## src/rtl/obf_key_loader.sv

```systemverilog
// -----------------------------------------------------------------------------
// obf_key_loader
// Serial key-load controller for a MUX2-locked combinational core. The key is
// shifted in LSB first into a shadow register, followed by one even-parity
// bit. Once parity checks out, the whole shadow is copied onto s_key on a
// single edge, so the locked core never sees a partially loaded key.
//
// Optional feature, enabled by defining OBF_KEY_LOCK_EN:
//   After the first successful load the key becomes write-once until rst.
//   Further requests are refused in IDLE. Each rising edge of key_load_req
//   pulses key_err for one cycle.
// -----------------------------------------------------------------------------
module obf_key_loader #(
    parameter int KEY_W = 12,
    parameter int CNT_W = 7
) (
    input  logic             clk,
    input  logic             rst,
    input  logic             key_load_req,
    input  logic             key_sen,
    input  logic             key_sdi,
    output logic             key_load_ack,
    output logic             busy,
    output logic             key_valid,
    output logic             key_err,
    output logic [KEY_W-1:0] s_key
);

    localparam logic [2:0] ST_IDLE  = 3'd0;
    localparam logic [2:0] ST_SHIFT = 3'd1;
    localparam logic [2:0] ST_CHECK = 3'd2;
    localparam logic [2:0] ST_APPLY = 3'd3;
    localparam logic [2:0] ST_ACK   = 3'd4;

    // Returns 1 when the key plus its parity bit does not have even parity.
    function automatic logic parity_fail(input logic [KEY_W-1:0] vec, input logic pbit);
        return (^vec) ^ pbit;
    endfunction

    logic [2:0]       state_r,     state_nxt;
    logic [CNT_W-1:0] cnt_r,       cnt_nxt;
    logic [KEY_W-1:0] shadow_r,    shadow_nxt;
    logic             pbit_r,      pbit_nxt;
    logic [KEY_W-1:0] s_key_r,     s_key_nxt;
    logic             key_valid_r, key_valid_nxt;
    logic             key_err_r,   key_err_nxt;
    logic             ack_r,       ack_nxt;
    logic             busy_r,      busy_nxt;
    logic             start_ok_s;

`ifdef OBF_KEY_LOCK_EN
    logic             lock_r,      lock_nxt;
    logic             req_d_r;

    // A new transfer may only start while the key has not been locked yet.
    assign start_ok_s = key_load_req & ~lock_r;
`else
    // Reloading is always permitted.
    assign start_ok_s = key_load_req;
`endif

    // Next-state and next-output computation for the load sequence.
    always_comb begin
        state_nxt     = state_r;
        cnt_nxt       = cnt_r;
        shadow_nxt    = shadow_r;
        pbit_nxt      = pbit_r;
        s_key_nxt     = s_key_r;
        key_valid_nxt = key_valid_r;
        key_err_nxt   = key_err_r;
        ack_nxt       = ack_r;
`ifdef OBF_KEY_LOCK_EN
        lock_nxt      = lock_r;
`endif
        case (state_r)
            ST_IDLE: begin
                if (start_ok_s) begin
                    state_nxt     = ST_SHIFT;
                    cnt_nxt       = {CNT_W{1'b0}};
                    shadow_nxt    = {KEY_W{1'b0}};
                    key_err_nxt   = 1'b0;
                    key_valid_nxt = 1'b0;
                end else begin
`ifdef OBF_KEY_LOCK_EN
                    // While locked, flag each new request for one cycle.
                    key_err_nxt = lock_r ? (key_load_req & ~req_d_r) : key_err_r;
`else
                    key_err_nxt = key_err_r;
`endif
                end
            end
            ST_SHIFT: begin
                // A dropped request aborts the transfer before any data is taken.
                if (!key_load_req) begin
                    state_nxt   = ST_IDLE;
                    key_err_nxt = 1'b1;
                end else if (key_sen) begin
                    if (cnt_r == CNT_W'(KEY_W)) begin
                        pbit_nxt  = key_sdi;
                        state_nxt = ST_CHECK;
                    end else begin
                        for (int i = 0; i < KEY_W; i++) begin
                            if (cnt_r == CNT_W'(i)) begin
                                shadow_nxt[i] = key_sdi;
                            end else begin
                                shadow_nxt[i] = shadow_r[i];
                            end
                        end
                        cnt_nxt = cnt_r + CNT_W'(1);
                    end
                end else begin
                    state_nxt = ST_SHIFT;
                end
            end
            ST_CHECK: begin
                if (parity_fail(shadow_r, pbit_r)) begin
                    state_nxt   = ST_IDLE;
                    key_err_nxt = 1'b1;
                end else begin
                    state_nxt = ST_APPLY;
                end
            end
            ST_APPLY: begin
                // Whole key goes out on one edge; the core never sees a mix.
                s_key_nxt     = shadow_r;
                key_valid_nxt = 1'b1;
                ack_nxt       = 1'b1;
                state_nxt     = ST_ACK;
`ifdef OBF_KEY_LOCK_EN
                lock_nxt      = 1'b1;
`endif
            end
            ST_ACK: begin
                if (!key_load_req) begin
                    ack_nxt   = 1'b0;
                    state_nxt = ST_IDLE;
                end else begin
                    ack_nxt = 1'b1;
                end
            end
            default: begin
                state_nxt = ST_IDLE;
            end
        endcase
        busy_nxt = (state_nxt != ST_IDLE);
    end

    // State and output registers, cleared asynchronously by rst.
    always_ff @(posedge clk or posedge rst) begin
        if (rst) begin
            state_r     <= ST_IDLE;
            cnt_r       <= {CNT_W{1'b0}};
            shadow_r    <= {KEY_W{1'b0}};
            pbit_r      <= 1'b0;
            s_key_r     <= {KEY_W{1'b0}};
            key_valid_r <= 1'b0;
            key_err_r   <= 1'b0;
            ack_r       <= 1'b0;
            busy_r      <= 1'b0;
        end else begin
            state_r     <= state_nxt;
            cnt_r       <= cnt_nxt;
            shadow_r    <= shadow_nxt;
            pbit_r      <= pbit_nxt;
            s_key_r     <= s_key_nxt;
            key_valid_r <= key_valid_nxt;
            key_err_r   <= key_err_nxt;
            ack_r       <= ack_nxt;
            busy_r      <= busy_nxt;
        end
    end

`ifdef OBF_KEY_LOCK_EN
    // Lock bit and request history used for the locked-request error pulse.
    always_ff @(posedge clk or posedge rst) begin
        if (rst) begin
            lock_r  <= 1'b0;
            req_d_r <= 1'b0;
        end else begin
            lock_r  <= lock_nxt;
            req_d_r <= key_load_req;
        end
    end
`endif

    assign key_load_ack = ack_r;
    assign busy         = busy_r;
    assign key_valid    = key_valid_r;
    assign key_err      = key_err_r;
    assign s_key        = s_key_r;

endmodule
```

## config.mk

```make
export PLATFORM = sky130hd
export DESIGN_NAME = obf_key_loader
export DESIGN_NICKNAME = d
export VERILOG_FILES = /design/src/rtl/obf_key_loader.sv
export SDC_FILE = /design/constraint.sdc
export NUM_CORES = 1
export LEC_CHECK = 0
export CORE_MARGIN = 2
export CORE_UTILIZATION = 35
export DETAILED_ROUTE_END_ITERATION = 12
export SYNTH_ARGS = -nofsm -noshare
export SYNTH_HDL_FRONTEND = slang
export SYNTH_SLANG_ARGS = --single-unit
```

## constraint.sdc

```tcl
create_clock -name clk -period 2.5 [get_ports clk]
set_clock_uncertainty 0.1 [all_clocks]
set_input_delay 0.375 -clock clk [delete_from_list [all_inputs] [get_ports clk]]
set_output_delay 0.375 -clock clk [all_outputs]
set_load 0.02 [all_outputs]
```

==> results of run 1 <==
## logic make-up (layout without fill, tap and decap cells)
family / after synthesis / after routing / share of synthesized area, %
AND/OR/NAND/NOR: 63 / 63 / 16.0
flip-flops: 39 / 39 / 48.9
AO/OA/AOI/OAI: 35 / 35 / 12.7
multiplexers: 16 / 16 / 8.90
buffers and inverters: 15 / 42 / 2.88
XOR/XNOR: 14 / 14 / 8.21
adder cells (fa/ha/maj): 4 / 4 / 2.51
## placed cells by master (no fill, tap or decap), types with 2 or more instances in the layout
master,Yosys,layout
buf_4,0,7
nor3b_1,2,2
clkbuf_8,0,7
o21ai_0,12,12
mux2i_1,2,2
nand4_1,2,2
clkdlybuf4s50_1,0,20
and3_1,2,2
a211oi_1,2,2
nand2_1,29,29
a21boi_0,4,4
mux2_2,13,13
xnor2_1,11,11
inv_1,7,7
nor2_1,11,11
a22o_1,3,3
nor4b_1,2,2
a32o_1,4,4
nand3_1,5,5
xnor3_1,3,3
a21oi_1,3,3
ha_1,4,4
dfrtp_1,39,39
## cell type report
class,count,area [sq um]
Clock buffer,8,100
Fill cell,534,3100
Timing Repair Buffer,27,253
Sequential cell,39,976
Inverter,7,26.3
Tap cell,72,90.1
Multi-Input combinational cell,132,963
## metal layers
metal | global-route usage (%) | routed length, microns | share of wire (%)
met1 | 17.5 | 1850 | 46
met2 | 20.8 | 1870 | 47
met3 | 4.64 | 194 | 4.9
met4 | 5.52 | 69 | 1.7
met5 | 0 | 0 | 0
## through the flow
stage	setup slack [ns]	utilization [%]
3_3_place_gp	0.310	41.9
4_1_cts	0.295	43.7
2_1_floorplan	0.421	-
6_report	0.298	43.7
5_1_grt	0.193	43.7
3_5_place_dp	0.292	41.9
## worst paths after layout
kind,start,cells past startpoint,end
worst max-delay path,cnt_r[0]$_DFFE_PP0P_,6,shadow_r[0]$_DFFE_PP0P_
worst min-delay path,rst,3,s_key[7]$_DFFE_PP0P_
worst max register to register,cnt_r[0]$_DFFE_PP0P_,6,shadow_r[0]$_DFFE_PP0P_
worst min register to register,key_valid$_DFFE_PP0P_,2,key_valid$_DFFE_PP0P_
max in group asynchronous,rst,3,cnt_r[1]$_DFFE_PP0P_
min in group clk,key_valid$_DFFE_PP0P_,2,key_valid$_DFFE_PP0P_
## state kept, by name, summed over array words and instances (netlist names)
register,count
busy,1
pbit_r,1
cnt_r,7
shadow_r,12
s_key,12
state_r,3
key_err,1
key_valid,1
key_load_ack,1
## power groups by stage
stage | Combinational, mW | Sequential [mW] | Clock (mW)
2_1_floorplan | 0.185 | 0.691 | 0
3_3_place_gp | 0.247 | 0.707 | 0
3_5_place_dp | 0.249 | 0.707 | 0
4_1_cts | 0.250 | 0.694 | 0.484
5_1_grt | 0.272 | 0.699 | 0.509
6_report | 0.245 | 0.694 | 0.463
## worst max-delay path: cells and delay by family, from the launching register on
kind | cells | cell delay, ns
buf+inv | 1 | 0.13
compound gates | 2 | 0.66
simple gates | 1 | 0.15
fa+ha+maj | 1 | 0.31
mux | 1 | 0.32
flops | 1 | 0.42
==> flow_metrics.env, run 1 <==
export IMPL_status="completed"
export IMPL_power_leakage_nw=1.11
export IMPL_diodes=0
export IMPL_wirelength_mm=3.98
export IMPL_antenna_found_initial=0
export IMPL_layout_drive_gt1_share_pct=16.0
export IMPL_cts_htree_levels=2
export IMPL_arrival_ns=2.28
export IMPL_wl_per_cell_microns=14.0
export IMPL_crit_type="flop to flop"
export IMPL_cts_tree="built"
export IMPL_p_per_area_nw_per_um2=582
export IMPL_ctsHoldBuffers=0
export IMPL_grt_pass1_vias=1347
export IMPL_tns_ns=0
export IMPL_fmax_mhz=454
export IMPL_final_area_sq_um=2410
export IMPL_p_total_mw=1.40
export IMPL_hold_class="input pin to async pin"
export IMPL_synth_top_area_cell="dfrtp_1"
export IMPL_tightest_slew_ns=0.593
export IMPL_clkPwrFrac_pct=33.0
export IMPL_cpMaxStageDelayCell="o21ai_1"
export IMPL_place_congestion=0.772
export IMPL_yosys_cell_count_top_type="dfrtp_1"
export IMPL_synth_avg_cell_area_sq_um=10.7
export IMPL_port_buffers=20
export IMPL_ys_ff_latch=39
export IMPL_final_min_clock_period_ns=2.20
export IMPL_p_comb_share_pct=17.5
export IMPL_vias=1431
export IMPL_dpl_hpwl_mm=2.80
export IMPL_syn_num_nets=195
export IMPL_synthToLayoutAreaGrowth_pct=20.6
export IMPL_rsz0062_at_grt="no"
export IMPL_synth_yosys_warnings=0
export IMPL_clkSlewWorstSetupHoldPaths_ns=0.07
export IMPL_synth_ff_type="dfrtp_1"
export IMPL_grt_max_degree=40
export IMPL_synth_area_sq_um=2000
export IMPL_netlist_instances=186
export IMPL_synth_common_cells="dfrtp_1 (39), nand2_1 (29), mux2_2 (13), o21ai_0 (12)"
export IMPL_ctsResizeCount=0
export IMPL_synth_async_reset_ratio_pct=100
export IMPL_max_cap_viol_count=0
export IMPL_die_x_microns=79.5
export IMPL_rrSetupSlack_ns=0.30
export IMPL_ant_nets=0
export IMPL_io_pins=21
export IMPL_synth_top_area_share_pct=48.9
export IMPL_hold_violations=0
export IMPL_slew_headroom_pct=60.2
export IMPL_drv_slew=0
export IMPL_fin_crit_sh_pct=88.1
export IMPL_worst_setup_path_start_kind="flop"
export IMPL_vias_per_cell=5.02
export IMPL_drtIter0Drc=100
export IMPL_switching_share_pct=27.6
export IMPL_path_cells="inv_1, ha_1, nand3_1, o21ai_1, a221oi_2, mux2_1"
export IMPL_seq_power_share_pct=49.5
export IMPL_firstDrtPassIters=4
export IMPL_cts_root_buffer="clkbuf_8"
export IMPL_clockBufferDepth=2
export IMPL_irDropWorstVdd_v=0.000219
export IMPL_dieArea_sq_um=6330
export IMPL_cp_required_ns=2.58
export IMPL_coreArea_sq_um=5510
export IMPL_p_switching_mw=0.387
export IMPL_synth_cell_type_count=40
export IMPL_hold_slack_ns=0.403
export IMPL_cts_sinks=39
export IMPL_die_height_microns=79.5
export IMPL_synth_area_leaders="dfrtp_1 (49%), mux2_2 (7.3%), nand2_1 (5.5%)"
export IMPL_synth_seq_area_share_pct=48.9
export IMPL_drc=0
export IMPL_stdcell_count=285
export IMPL_cp_max_fo=7
export IMPL_grt_ovfl_total=0
export IMPL_synth_edff_count=0
export IMPL_fin_nets=221
export IMPL_grt_pass1_wl_mm=6.52
export IMPL_grt_total_usage_pct=13.5
export IMPL_placedInstanceArea_sq_um=2310
export IMPL_intPower_mw=1.02
export IMPL_start_util_pct=36.3
export IMPL_post_cts_setup_buffers=0
export IMPL_endpoint_kind="flop"
export IMPL_dp_cells=277
export IMPL_max_stage_delay_ns=0.51
export IMPL_fp_row_count=27
export IMPL_insertion_delay_ns=0.29
export IMPL_setup_viol=0
export IMPL_cts_buffers=5
No activity file was read; power rests on OpenSTA's default activity.
==> run 2: changes to the inputs <==
==> constraint.sdc (replaced) <==
create_clock -name clk -period 2.5 [get_ports clk]
set_clock_uncertainty 0.1 [all_clocks]
set_input_delay 0.5 -clock clk [delete_from_list [all_inputs] [get_ports clk]]
set_output_delay 0.5 -clock clk [all_outputs]
set_load 0.02 [all_outputs]
==> run 2 against run 1 <==
Against the previous run:
- sequential cell count is the same
- register-to-register slack gained 0.03 ns
- sequential power barely moved
- die area did not move
- non-clock buffer count did not move
- first-iteration DRC count is 21% lower
- final area stayed put
- critical path type unchanged
- largest power group unchanged
- highest routed layer unchanged
==> flow_metrics.env, run 2 (synthesized netlist as in run 1, its figures left out) <==
export IMPL_port_buffers=20
export IMPL_place_congestion=0.762
export IMPL_slew_headroom_pct=57.2
export IMPL_grt_pass1_vias=1419
export IMPL_irDropWorstVdd_v=0.000203
export IMPL_met3_usage_pct=4.19
export IMPL_multi_input_area_sq_um=963
export IMPL_rrSetupSlack_ns=0.33
export IMPL_endpoint_kind="flop"
export IMPL_layout_common_cells="dfrtp_1 (39), nand2_1 (29), clkdlybuf4s50_1 (20)"
export IMPL_coreArea_sq_um=5510
export IMPL_setup_viol=0
export IMPL_die_height_microns=79.5
export IMPL_power_leakage_nw=1.11
export IMPL_use_met2_pct=21.6
export IMPL_antenna_found_initial=0
export IMPL_post_cts_setup_buffers=0
export IMPL_ant_nets=0
export IMPL_hold_class="flop to flop"
export IMPL_hold_violations=0
export IMPL_insertion_delay_ns=0.29
export IMPL_drtIter0Drc=79
export IMPL_status="completed"
export IMPL_cts_htree_levels=2
export IMPL_wl_per_cell_microns=13.7
export IMPL_io_pins=21
export IMPL_grt_total_usage_pct=13.7
export IMPL_drv_slew=0
export IMPL_ctsResizeCount=0
export IMPL_cp_max_fo=6
export IMPL_fp_row_count=27
export IMPL_fillers=540
export IMPL_cts_sinks=39
export IMPL_fmax_mhz=460
export IMPL_layout_drive_gt1_share_pct=16.0
export IMPL_diodes=0
export IMPL_die_x_microns=79.5
export IMPL_cts_root_buffer="clkbuf_8"
export IMPL_cts_buffers=5
export IMPL_utilization_pct=43.7
export IMPL_cts_tree="built"
export IMPL_arrival_ns=2.25
export IMPL_crit_type="flop to flop"
export IMPL_grt_max_degree=40
export IMPL_tns_ns=0
export IMPL_grtUsageMet1_pct=17.7
export IMPL_vias_per_cell=4.99
export IMPL_final_min_clock_period_ns=2.17
export IMPL_grt_ovfl_total=0
export IMPL_p_per_area_nw_per_um2=582
export IMPL_fin_crit_sh_pct=87.0
export IMPL_wirelength_mm=3.90
export IMPL_drc=0
export IMPL_worst_setup_path_start_kind="flop"
export IMPL_clkSlewWorstSetupHoldPaths_ns=0.07
export IMPL_tightest_slew_ns=0.640
export IMPL_fin_nets=221
export IMPL_cp_required_ns=2.58
export IMPL_grt_pass1_wl_mm=6.64
export IMPL_ctsHoldBuffers=0
export IMPL_busiest_layer="met2"
export IMPL_rsz0062_at_grt="no"
export IMPL_vias=1422
export IMPL_firstDrtPassIters=4
export IMPL_ff_latch_area_sq_um=976
export IMPL_clockBufferDepth=2
export IMPL_final_common_cell="dfrtp_1"
export IMPL_dieArea_sq_um=6330
export IMPL_max_cap_viol_count=0
export IMPL_dpl_hpwl_mm=2.79
export IMPL_start_util_pct=36.3
export IMPL_synthToLayoutAreaGrowth_pct=20.6
-- run 2: cell counts in the layout (fill, tap and decap cells not counted) --
No cell type changed its count.
-- run 2: area by class of cell --
| class | instances | area share, % |
|---|---|---|
| Sequential cell | 39 | 40.5 |
| Clock buffer | 8 | 4.16 |
| Inverter | 7 | 1.09 |
| Multi-Input combinational cell | 132 | 40.0 |
| Tap cell | 72 | 3.74 |
| Timing Repair Buffer | 27 | 10.5 |
-- run 2: metal layers --
| layer | vias up | wire, microns |
|---|---|---|
| met3 | 7 | 156 |
| met1 | 689 | 1840 |
| met5 | - | 0 |
| met4 | 0 | 61 |
| met2 | 22 | 1840 |
| li1 | 704 | - |
-- run 2: through the flow --
| step | area, sq um | hold slack [ns] | std cells | total power, mW | worst slack (ns) |
|---|---|---|---|---|---|
| 6_report | 2410 | 0.390 | 285 | 1.40 | 0.326 |
| 5_1_grt | 2410 | 0.417 | 285 | 1.49 | 0.198 |
| 4_1_cts | 2410 | 0.394 | 285 | 1.42 | 0.322 |
| 3_5_place_dp | 2310 | 0.376 | 277 | 0.949 | 0.158 |
| 3_3_place_gp | 2310 | 0.366 | 277 | 0.947 | 0.214 |
| 2_1_floorplan | 2000 | 0.398 | 186 | 0.876 | 0.421 |
-- run 2: path summary, 6_finish.rpt --
kind                                           end  cells after the start                  start
min in group asynchronous     s_key[7]$_DFFE_PP0P_                      3                    rst
max reg2reg                shadow_r[0]$_DFFE_PP0P_                      4   cnt_r[4]$_DFFE_PP0P_
max                        shadow_r[0]$_DFFE_PP0P_                      4   cnt_r[4]$_DFFE_PP0P_
max in group asynchronous      key_err$_DFFE_PP0P_                      3                    rst
min                          key_valid$_DFFE_PP0P_                      2  key_valid$_DFFE_PP0P_
min reg2reg                  key_valid$_DFFE_PP0P_                      2  key_valid$_DFFE_PP0P_
-- run 2: where the power goes --
group,internal [mW],switching [mW],total [mW]
Combinational,0.107,0.135,0.242
Sequential,0.658,0.0349,0.693
Clock,0.252,0.215,0.467
-- run 2: critical path: stages (launching register included) --
cell and delay, ns:
dfrtp_1 0.43, or3_4 0.42, or4b_1 0.53, a221oi_2 0.25, mux2_1 0.34
==> run 3: changes to the inputs <==
--- a/config.mk
+++ b/config.mk
@@ -5,9 +5,12 @@
 export SDC_FILE = /design/constraint.sdc
 export NUM_CORES = 1
 export LEC_CHECK = 0
+export CELL_PAD_IN_SITES_DETAIL_PLACEMENT = 0
+export CELL_PAD_IN_SITES_GLOBAL_PLACEMENT = 1
 export CORE_MARGIN = 2
 export CORE_UTILIZATION = 35
 export DETAILED_ROUTE_END_ITERATION = 12
+export PLACE_DENSITY_LB_ADDON = 0.1
 export SYNTH_ARGS = -nofsm -noshare
 export SYNTH_HDL_FRONTEND = slang
 export SYNTH_SLANG_ARGS = --single-unit
==> constraint.sdc (replaced) <==
create_clock -name clk -period 2.5 [get_ports clk]
set_clock_uncertainty 0.1 [all_clocks]
set_input_delay 0.375 -clock clk [delete_from_list [all_inputs] [get_ports clk]]
set_output_delay 0.375 -clock clk [all_outputs]
set_load 0.02 [all_outputs]
==> run 3 against run 2 <==
Against the previous run:
- final area is 1.0% higher
- setup slack worse by 0.049 ns
- register-to-register slack worse by 0.05 ns
- clock power is 16% higher
- critical endpoint unchanged
- largest power group unchanged
- highest routed layer unchanged
==> flow_metrics.env, run 3 (synthesized netlist as in run 1, its figures left out) <==
export IMPL_max_stage_delay_ns=0.53
export IMPL_grt_max_degree=40
export IMPL_coreArea_sq_um=5510
export IMPL_wl_per_cell_microns=15.1
export IMPL_port_buffers=20
export IMPL_ctsResizeCount=0
export IMPL_post_cts_setup_buffers=0
export IMPL_cts_root_buffer="clkbuf_8"
export IMPL_rsz0062_at_grt="no"
export IMPL_layout_common_cells="dfrtp_1 (39), nand2_1 (29), clkdlybuf4s50_1 (20)"
export IMPL_antenna_found_initial=0
export IMPL_ctsHoldBuffers=0
export IMPL_grtUsageMet1_pct=21.4
export IMPL_hold_violations=0
export IMPL_met3_usage_pct=3.73
export IMPL_grt_pass1_wl_mm=7.59
export IMPL_p_per_area_nw_per_um2=612
export IMPL_die_x_microns=79.5
export IMPL_start_util_pct=36.3
export IMPL_p_total_mw=1.49
export IMPL_tightest_slew_ns=0.776
export IMPL_cts_buffers=5
export IMPL_cts_htree_levels=2
export IMPL_wirelength_mm=4.32
export IMPL_clkSlewWorstSetupHoldPaths_ns=0.07
export IMPL_final_common_cell="dfrtp_1"
export IMPL_dp_cells=278
export IMPL_grt_ovfl_total=0
export IMPL_place_congestion=0.804
export IMPL_vias_per_cell=5.07
export IMPL_cp_required_ns=2.57
export IMPL_firstDrtPassIters=5
export IMPL_cp_max_fo=6
export IMPL_final_min_clock_period_ns=2.22
export IMPL_dieArea_sq_um=6330
export IMPL_cpMaxStageDelayCell="or4b_1"
export IMPL_setup_slack_ns=0.277
export IMPL_diodes=0
export IMPL_crit_type="flop to flop"
export IMPL_cts_sinks=39
export IMPL_stdcell_count=286
export IMPL_utilization_pct=44.2
export IMPL_place_ws_ns=0.284
export IMPL_fp_row_count=27
export IMPL_hold_class="flop to flop"
export IMPL_path_cells="or3_4, or4b_1, a221oi_2, mux2_1"
export IMPL_grt_pass1_vias=1470
export IMPL_layout_drive_gt1_share_pct=16.8
export IMPL_max_cap_viol_count=0
export IMPL_status="completed"
export IMPL_fin_crit_sh_pct=88.9
export IMPL_grt_total_usage_pct=15.7
export IMPL_power_leakage_nw=1.12
export IMPL_irDropWorstVdd_v=0.000298
export IMPL_dpl_hpwl_mm=3.15
export IMPL_drv_slew=0
export IMPL_die_height_microns=79.5
export IMPL_insertion_delay_ns=0.29
export IMPL_fmax_mhz=450
export IMPL_clockBufferDepth=2
export IMPL_synthToLayoutAreaGrowth_pct=21.9
export IMPL_tns_ns=0
export IMPL_io_pins=21
export IMPL_cts_tree="built"
export IMPL_busiest_layer="met2"
export IMPL_use_met2_pct=24.9
export IMPL_slew_headroom_pct=48.2
export IMPL_endpoint_kind="flop"
export IMPL_worst_setup_path_start_kind="flop"
export IMPL_drc=0
export IMPL_vias=1450
export IMPL_arrival_ns=2.29
export IMPL_setup_viol=0
export IMPL_fin_nets=222
export IMPL_drtIter0Drc=56
export IMPL_ant_nets=0
==> run 3: cell count changes in the layout (fill, tap and decap cells not counted) <==
cell       before  now
buf_4           7    8
bufinv_16       0    1
clkbuf_1        1    0
clkbuf_8        7    6
clkinv_2        0    1
==> run 3: layout make-up <==
type                            instances  area (sq um)
Multi-Input combinational cell        132           963
Clock buffer                            6          82.6
Fill cell                             540          3070
Inverter                                7          26.3
Timing Repair Buffer                   28           260
Clock inverter                          2          35.0
Sequential cell                        39           976
Tap cell                               72          90.1
==> run 3: routing by layer <==
metal / vias to the layer above / share of wire [%]
met1: 710 / 49
met4: 0 / 0.44
li1: 711 / -
met3: 2 / 3.0
met2: 27 / 48
met5: - / 0
==> run 3: stage by stage <==
stage	cell area [sq um]	hold WS [ns]
after floorplan	2000	0.398
after global placement	2320	0.365
after detailed placement	2320	0.382
after CTS	2430	0.400
after global routing	2430	0.417
final	2430	0.393
==> run 3: final timing paths <==
kind	endpoint	cells after the start	slack, ns	startpoint
min in group asynchronous	s_key[9]$_DFFE_PP0P_	3	0.41	rst
hold reg to reg	key_valid$_DFFE_PP0P_	2	0.39	key_valid$_DFFE_PP0P_
max in group asynchronous	cnt_r[4]$_DFFE_PP0P_	3	1.54	rst
setup / recovery	shadow_r[0]$_DFFE_PP0P_	4	0.28	cnt_r[4]$_DFFE_PP0P_
hold / removal	key_valid$_DFFE_PP0P_	2	0.39	key_valid$_DFFE_PP0P_
setup reg to reg	shadow_r[0]$_DFFE_PP0P_	4	0.28	cnt_r[4]$_DFFE_PP0P_
==> run 3: worst max-delay path, delay by kind of cell (launching register included) <==
| family | cells | cell delay, ns |
|---|---|---|
| AOI/OAI and AO/OA | 1 | 0.28 |
| DFF | 1 | 0.42 |
| muxes | 1 | 0.35 |
| and+or+nand+nor | 2 | 0.95 |
==> run 3: power by group <==
group          leakage (nW)  total (mW)  switching [mW]  internal [mW]
Clock                0.0612       0.544           0.221          0.323
Combinational         0.532       0.251           0.143          0.108
Sequential            0.528       0.694          0.0360          0.658
Total                  1.12        1.49           0.401           1.09
